$ cat src/rtl/urna_apuracao.sv
// Result-tally stage for the Urna voting core: snapshots the vote counters on a
// rising finish, computes winner/total, steps the display slots, then holds.
module urna_apuracao #(
  parameter int unsigned CNT_W       = 8,
  parameter int unsigned SHOW_CYCLES = 4
) (
  input  logic             clk,
  input  logic             reset,
  input  logic             finish,
  input  logic [CNT_W-1:0] contadorC1,
  input  logic [CNT_W-1:0] contadorC2,
  input  logic [CNT_W-1:0] contadorNull,
  output logic [1:0]       winner,
  output logic [CNT_W+1:0] total,
  output logic             result_valid,
  output logic [1:0]       disp_sel,
  output logic [CNT_W+1:0] disp_value,
  output logic             done
);

  localparam int unsigned DW_W = (SHOW_CYCLES > 1) ? $clog2(SHOW_CYCLES) : 1;
  localparam logic [DW_W-1:0] DW_LOAD = DW_W'(SHOW_CYCLES - 1);

  typedef enum logic [2:0] {
    S_IDLE,
    S_LATCH,
    S_COMPARE,
    S_SHOW_C1,
    S_SHOW_C2,
    S_SHOW_NULL,
    S_SHOW_TOT,
    S_DONE
  } state_t;

  state_t           state_q, state_d;
  logic             finish_q;
  logic             armed_q;
  logic [CNT_W-1:0] c1_q, c1_d;
  logic [CNT_W-1:0] c2_q, c2_d;
  logic [CNT_W-1:0] null_q, null_d;
  logic [1:0]       winner_q, winner_d;
  logic [CNT_W+1:0] total_q, total_d;
  logic             valid_q, valid_d;
  logic [DW_W-1:0]  dwell_q, dwell_d;
  logic             rise;

  // armed_q blocks a level that is already high when reset releases from
  // counting as a rise; finish must be sampled low first.
  assign rise = finish & ~finish_q & armed_q;

  always_ff @(posedge clk or posedge reset) begin
    if (reset) begin
      state_q  <= S_IDLE;
      finish_q <= 1'b0;
      armed_q  <= 1'b0;
      c1_q     <= '0;
      c2_q     <= '0;
      null_q   <= '0;
      winner_q <= '0;
      total_q  <= '0;
      valid_q  <= 1'b0;
      dwell_q  <= '0;
    end else begin
      state_q  <= state_d;
      finish_q <= finish;
      armed_q  <= armed_q | ~finish;
      c1_q     <= c1_d;
      c2_q     <= c2_d;
      null_q   <= null_d;
      winner_q <= winner_d;
      total_q  <= total_d;
      valid_q  <= valid_d;
      dwell_q  <= dwell_d;
    end
  end

  always_comb begin
    state_d    = state_q;
    c1_d       = c1_q;
    c2_d       = c2_q;
    null_d     = null_q;
    winner_d   = winner_q;
    total_d    = total_q;
    valid_d    = valid_q;
    dwell_d    = dwell_q;
    disp_sel   = 2'b00;
    disp_value = '0;

    case (state_q)
      S_IDLE: begin
        if (rise) state_d = S_LATCH;
      end

      S_LATCH: begin
        c1_d    = contadorC1;
        c2_d    = contadorC2;
        null_d  = contadorNull;
        state_d = S_COMPARE;
      end

      S_COMPARE: begin
        if (c1_q > c2_q)       winner_d = 2'b01;
        else if (c2_q > c1_q)  winner_d = 2'b10;
        else if (c1_q == '0)   winner_d = 2'b00;
        else                   winner_d = 2'b11;
        total_d = {2'b00, c1_q} + {2'b00, c2_q} + {2'b00, null_q};
        valid_d = 1'b1;
        dwell_d = DW_LOAD;
        state_d = S_SHOW_C1;
      end

      S_SHOW_C1, S_SHOW_C2, S_SHOW_NULL, S_SHOW_TOT: begin
        case (state_q)
          S_SHOW_C1: begin
            disp_sel   = 2'b00;
            disp_value = {2'b00, c1_q};
          end
          S_SHOW_C2: begin
            disp_sel   = 2'b01;
            disp_value = {2'b00, c2_q};
          end
          S_SHOW_NULL: begin
            disp_sel   = 2'b10;
            disp_value = {2'b00, null_q};
          end
          default: begin
            disp_sel   = 2'b11;
            disp_value = total_q;
          end
        endcase

        if (dwell_q == '0) begin
          dwell_d = DW_LOAD;
          case (state_q)
            S_SHOW_C1:   state_d = S_SHOW_C2;
            S_SHOW_C2:   state_d = S_SHOW_NULL;
            S_SHOW_NULL: state_d = S_SHOW_TOT;
            default: begin
              state_d = S_DONE;
              dwell_d = '0;
            end
          endcase
        end else begin
          dwell_d = dwell_q - DW_W'(1);
        end
      end

      S_DONE: begin
        disp_sel   = 2'b11;
        disp_value = total_q;
        if (!finish) begin
          state_d  = S_IDLE;
          winner_d = '0;
          total_d  = '0;
          valid_d  = 1'b0;
        end
      end

      default: state_d = S_IDLE;
    endcase
  end

  assign winner       = winner_q;
  assign total        = total_q;
  assign result_valid = valid_q;
  assign done         = (state_q == S_DONE);

endmodule
$ cat config.mk
export PLATFORM = sky130hd
export DESIGN_NAME = urna_apuracao
export DESIGN_NICKNAME = d
export VERILOG_FILES = /design/src/rtl/urna_apuracao.sv
export SDC_FILE = /design/constraint.sdc
export NUM_CORES = 1
export LEC_CHECK = 0
export CAP_MARGIN = 20
export CORE_MARGIN = 2
export CORE_UTILIZATION = 52
export DETAILED_ROUTE_END_ITERATION = 16
export PLACE_DENSITY = 0.8
export SYNTH_ARGS = -nofsm -noshare
export SYNTH_HDL_FRONTEND = slang
export SYNTH_SLANG_ARGS = --single-unit
export TNS_END_PERCENT = 20
$ cat constraint.sdc
create_clock -name clk -period 3.06 [get_ports clk]
set_clock_uncertainty 0.15 [all_clocks]
set_input_delay 0.459 -clock clk [delete_from_list [all_inputs] [get_ports clk]]
set_output_delay 0.459 -clock clk [all_outputs]
set_load 0.1 [all_outputs]
---- Word-level counts from Yosys, hierarchy flattened ----
Cells that the tools add are included.
cells by class
  shift operators ......................... 0
  multiplexer cells ....................... 21
  multiply operators ...................... 0
  magnitude comparators ................... 2
  reduce and logical (&&, ||, !) cells .... 9
  divide/modulo/power cells ............... 0
  bitwise gates (word level) .............. 5
  eq/ne operators ......................... 10
  $add $sub $neg .......................... 3
operator list
  kind                                                             count
  10-bit case mux with 2 select lines                              2
  10-bit case mux with 3 select lines                              1
  8-bit greater-than comparator                                    2
  3-bit case mux with 5 select lines                               1
  3-bit == test, second input constant                             4
  2-bit two-way mux                                                6
  2-bit case mux with 2 select lines                               3
  2-bit case mux with 3 select lines                               2
  9-bit by 8-bit adder with 10-bit output                          1
  10-bit two-way mux                                               1
  8-bit by 8-bit adder with 9-bit output                           1
  3-bit two-way mux                                                3
  8-bit logical NOT                                                1
  3-bit by 2-bit == test with 1-bit output, second input constant  2
  2-bit inequality test, second input constant                     3
  2-bit nonzero test                                               2
  4-bit OR reduction                                               1
  3-bit by 1-bit == test with 1-bit output, second input constant  1
  3-bit logical NOT                                                1
  3-bit AND reduction                                              1
  3-bit OR reduction                                               1
  1-bit AND                                                        2
  2-bit logical NOT                                                1
  1-bit inverter                                                   2
  5 further kinds                                                  5
word-level totals
  memories kept ........................... 0
  logic and storage cells ................. 60
  bits in read-only memories .............. 0
  output and inout port bits .............. 26
  bits in writable memories ............... 0
  latch bits .............................. 0
  input bits .............................. 27
  bits in registers ....................... 44

---- Logic depth before layout (Yosys ltp) ----
  depth in word-level cells ............... 5
  mapped depth ............................ 9
  gate-level depth less buffers ........... 9

---- Worst setup path after synthesis ----
Ideal clock, no wire load.
  kind .................................... register to output
  start ................................... register state_q[1]
  end ..................................... output disp_value[0]
  data required time ...................... 2,451 ps
  cell stages (with the launch flop) ...... 6
  path slack .............................. -72 ps
  path buffers ............................ 1
  data arrival time ....................... 2,523 ps
  path through ............................ dfrtp_1 > inv_1 > ha_1 > clkbuf_1 > a221oi_1 > o2bb2ai_1
between the ends
  longest elaborated chain between the ends .. 3
  elaborated cells between the ends (all ways) .. 8
  those cells by class .................... eq/ne (5); mux (2); reduce/logical (1)
ends and longest elaborated chain
  what                                                                       line     text
  start, declared                                                            35       state_t state_q, state_d;
  start signal, assigned                                                     64       state_q <= state_d;
  3-bit == test (tied with other cells)                                      89, 113
  10-bit case mux with 3 select lines or 4-bit OR reduction (tied branches)  113, 89
  10-bit case mux with 2 select lines *                                      89       case (state_q)
  end, declared                                                              17       output logic [CNT_W+1:0] disp_value,
Every way passes the cells marked *; elsewhere a longest branch is shown, timed or not.

---- Worst setup path in the final report ----
  start ................................... register c1_q[1]
  end ..................................... register total_q[7] (netlist: total[7])
between the ends
  longest elaborated chain between the ends .. 3
ends and longest elaborated chain
  what                                     line  text
  start, declared                          38    logic [CNT_W-1:0] c1_q, c1_d;
  start signal, assigned                   56    c1_q <= '0;
  start signal, assigned                   67    c1_q <= c1_d;
  8-bit by 8-bit adder with 9-bit output   106   total_d = {2'b00, c1_q} + {2'b00, c2_q} + {2'b00, null_q};
  9-bit by 8-bit adder with 10-bit output  106
  10-bit case mux with 2 select lines      89
  end signal, assigned                     71    total_q <= total_d;
  end, declared                            42    logic [CNT_W+1:0] total_q, total_d;
Every way passes these cells.
A chain may end at the register's enable or synchronous reset.

==> results.toml <==
[logic_synthesis]
synth_compound_area_share_pct = 23.22
yosys.cell_count.top_type = "dfrtp_1"
syn_inst = 273
synthMuxAreaShare_pct = 5.638
async_flop_share_pct = 100.0
yosys-top-cells-count = "dfrtp_1 (44), nand2_1 (23), o21ai_0 (23), a21oi_1 (20), ha_1 (19)"
ys_seq_elements = 44
synth_edf_count = 0
synthAdderAreaFrac_pct = 14.94
synth_top_flop_cell = "dfrtp_1"
yosys.cell_types.count = 55
avgSynthCellArea_um2 = 10.24
synth_xor_area_share_pct = 0.3132
synth_area_leaders = "dfrtp_1 (39%), ha_1 (8.5%), fa_1 (6.4%), mux2_2 (5.2%), o21ai_0 (4.1%)"
yosysWarnings = 0
synth_largest_area_cell = "dfrtp_1"
syn-cell-area_um2 = 2796
synth_top_area_share_pct = 39.37
synth_fp_nets = 328
synth-simple-area-share_pct = 10.96
synth_top_family_by_area = "compound AO/OA/AOI/OAI gates"
yosysSeqAreaShare_pct = 39.37

[clocking]
clk_pin_slew_ps = 90
insertion_delay_ps = 310
cts_max_level = 2
cts_tree = "built"
cts_buffer_depth = 2
cts_sinks = 44
cts-root-buf = "clkbuf_8"
cts_buffers = 5
postCtsSetupBuffers = 0

[sta]
maxSlewViolCount = 0
hold_violations = 0
slew_headroom_pct = 60.38
fin_crit_sh_pct = 91.78
max_freq_mhz = 356.1
worst_pin_slew_ps = 594.3
period_needed_ps = 2808
hold_slack_ps = 339.5
rsz0062_at_grt = "false"
setup_viol = 0

[die]
fp.dieW_um = 77.34
ios = 53
die_area_um2 = 5981
rows = 26
core-area_um2 = 5140
die_h_um = 77.34
start_util_pct = 54.41

[critical_path]
rr_endpoint = "total[7]"
cp_max_fo = 3
cp-end-kind = "flop"
crit_chain = "inv_1, fa_1, inv_1, ha_1, fa_2, a211oi_2, o21bai_1, or4b_1, nand3_1"
crit_buf_inv = 2
cp_common_cell = "inv_1"
crit_type = "flop to flop"
cp-endpoint = "total[7]"
r2r-start = "c1_q[1]"
cp.arrival_ps = 2910
cp-startpoint = "c1_q[1]"
cp.depth = 9
crit_slowest_cell = "fa_1"
rrSetupSlack_ps = 250
required_ps = 3160
slowest_delay_ps = 550
cp-start-kind = "flop"
reg2reg_depth = 9
crit_family = "adder cells"

[place]
hpwlAfterDp_mm = 4.943
gp_congestion = 0.8679
placed_cells = 389
port_buffers = 52

[drt]
post_drt_wl_per_cell_um = 17.04
drc = 0
drtPass1Iterations = 4
final_antenna_net_count = 0
drt_iter0_drc = 173
drt_wl_total_mm = 6.764
via_per_inst = 5.854
num_vias = 2324

[worst_hold_path]
hold_depth = 1
hold_path_class = "flop to flop"

[finish]
fin_cells = 397
syn_to_final_growth_pct = 28.95
drive_above_1_share_pct = 21.41
layout.nets = 381
n_antenna_cell = 0

[global_routing]
grt_util_met1_pct = 32.85
track_usage_pct = 25.01
grt_remaining_overflow = 0
grt_max_degree = 45
met3_usage_pct = 5.000
first_global_vias = 2413
grt_pass1_wl_mm = 11.76
busiest_layer = "met2"
grt_util_met2_pct = 41.04
antenna_found_initial = 0

[flow_run]
maxCapViolCount = 0

[outcome]
status = "complete, no violations"
-- logic make-up (layout without fill, tap and decap cells) --
kind of cell,count (synthesis),after routing
AOI/OAI and AO/OA,93,93
DFF,44,44
xor gates and xnor gates,1,1
muxes,14,14
adders and majority gates,28,28
and+or+nand+nor,58,58
buffers and inverters,35,89
-- final cells by class --
cell class	count	area (µm²)
tap	70	87.58
clock buffer	6	82.58
multi-input combinational	194	1551
timing repair buffer	60	665.6
sequential	44	1101
fill	407	1534
clock inverter	2	38.79
inverter	21	78.83
-- worst min-delay path by stage --
stage / to / from
floorplan: armed_q / armed_q
global placement: armed_q / armed_q
detailed placement: armed_q / armed_q
CTS: armed_q / armed_q
global route: armed_q / armed_q
finish: armed_q / armed_q
-- registers in the layout, summed over array words and instances (netlist names) --
register	flops
total	10
finish_q	1
dwell_q	2
result_valid	1
winner	2
state_q	3
c2_q	8
armed_q	1
null_q	8
c1_q	8
-- cell usage in the layout (no fill, tap or decap), types with 3 or more instances in the layout --
cell,instances
o31ai_1,3
ha_1,19
buf_4,22
fa_1,8
clkbuf_8,6
mux2_2,13
inv_2,3
nand2_1,23
a21oi_1,20
a21o_1,3
nor2_1,8
a221oi_1,9
a211oi_1,4
o211ai_1,3
nor2b_1,3
clkdlybuf4s50_1,26
buf_12,12
dfrtp_1,44
o21ai_0,23
o2bb2ai_1,7
inv_1,18
-- per-layer routing --
| layer | vias up | share of wire, % |
|---|---|---|
| met5 | - | 0 |
| met4 | 0 | 2.1 |
| met3 | 15 | 8.7 |
| met2 | 95 | 47 |
| met1 | 1097 | 42 |
| li1 | 1117 | - |
-- repair_timing --
action                                  4_1_cts  5_1_grt
hold buffers                                  0        0
gates resized for setup                       0        1
endpoints found under the setup margin        0        1
-- metrics by stage --
stage	utilization, %	setup slack [ps]	area (µm²)	TNS [ps]
2_1_floorplan	-	-71.97	2803	-497.4
3_3_place_gp	67.75	240.6	3482	0
3_5_place_dp	67.75	149.0	3482	0
4_1_cts	70.11	136.9	3603	0
5_1_grt	70.16	12.65	3606	0
6_report	70.16	251.6	3606	0
Power is not shown: default switching activity piles up to over one toggle a cycle in this logic, so the estimate is an artifact.
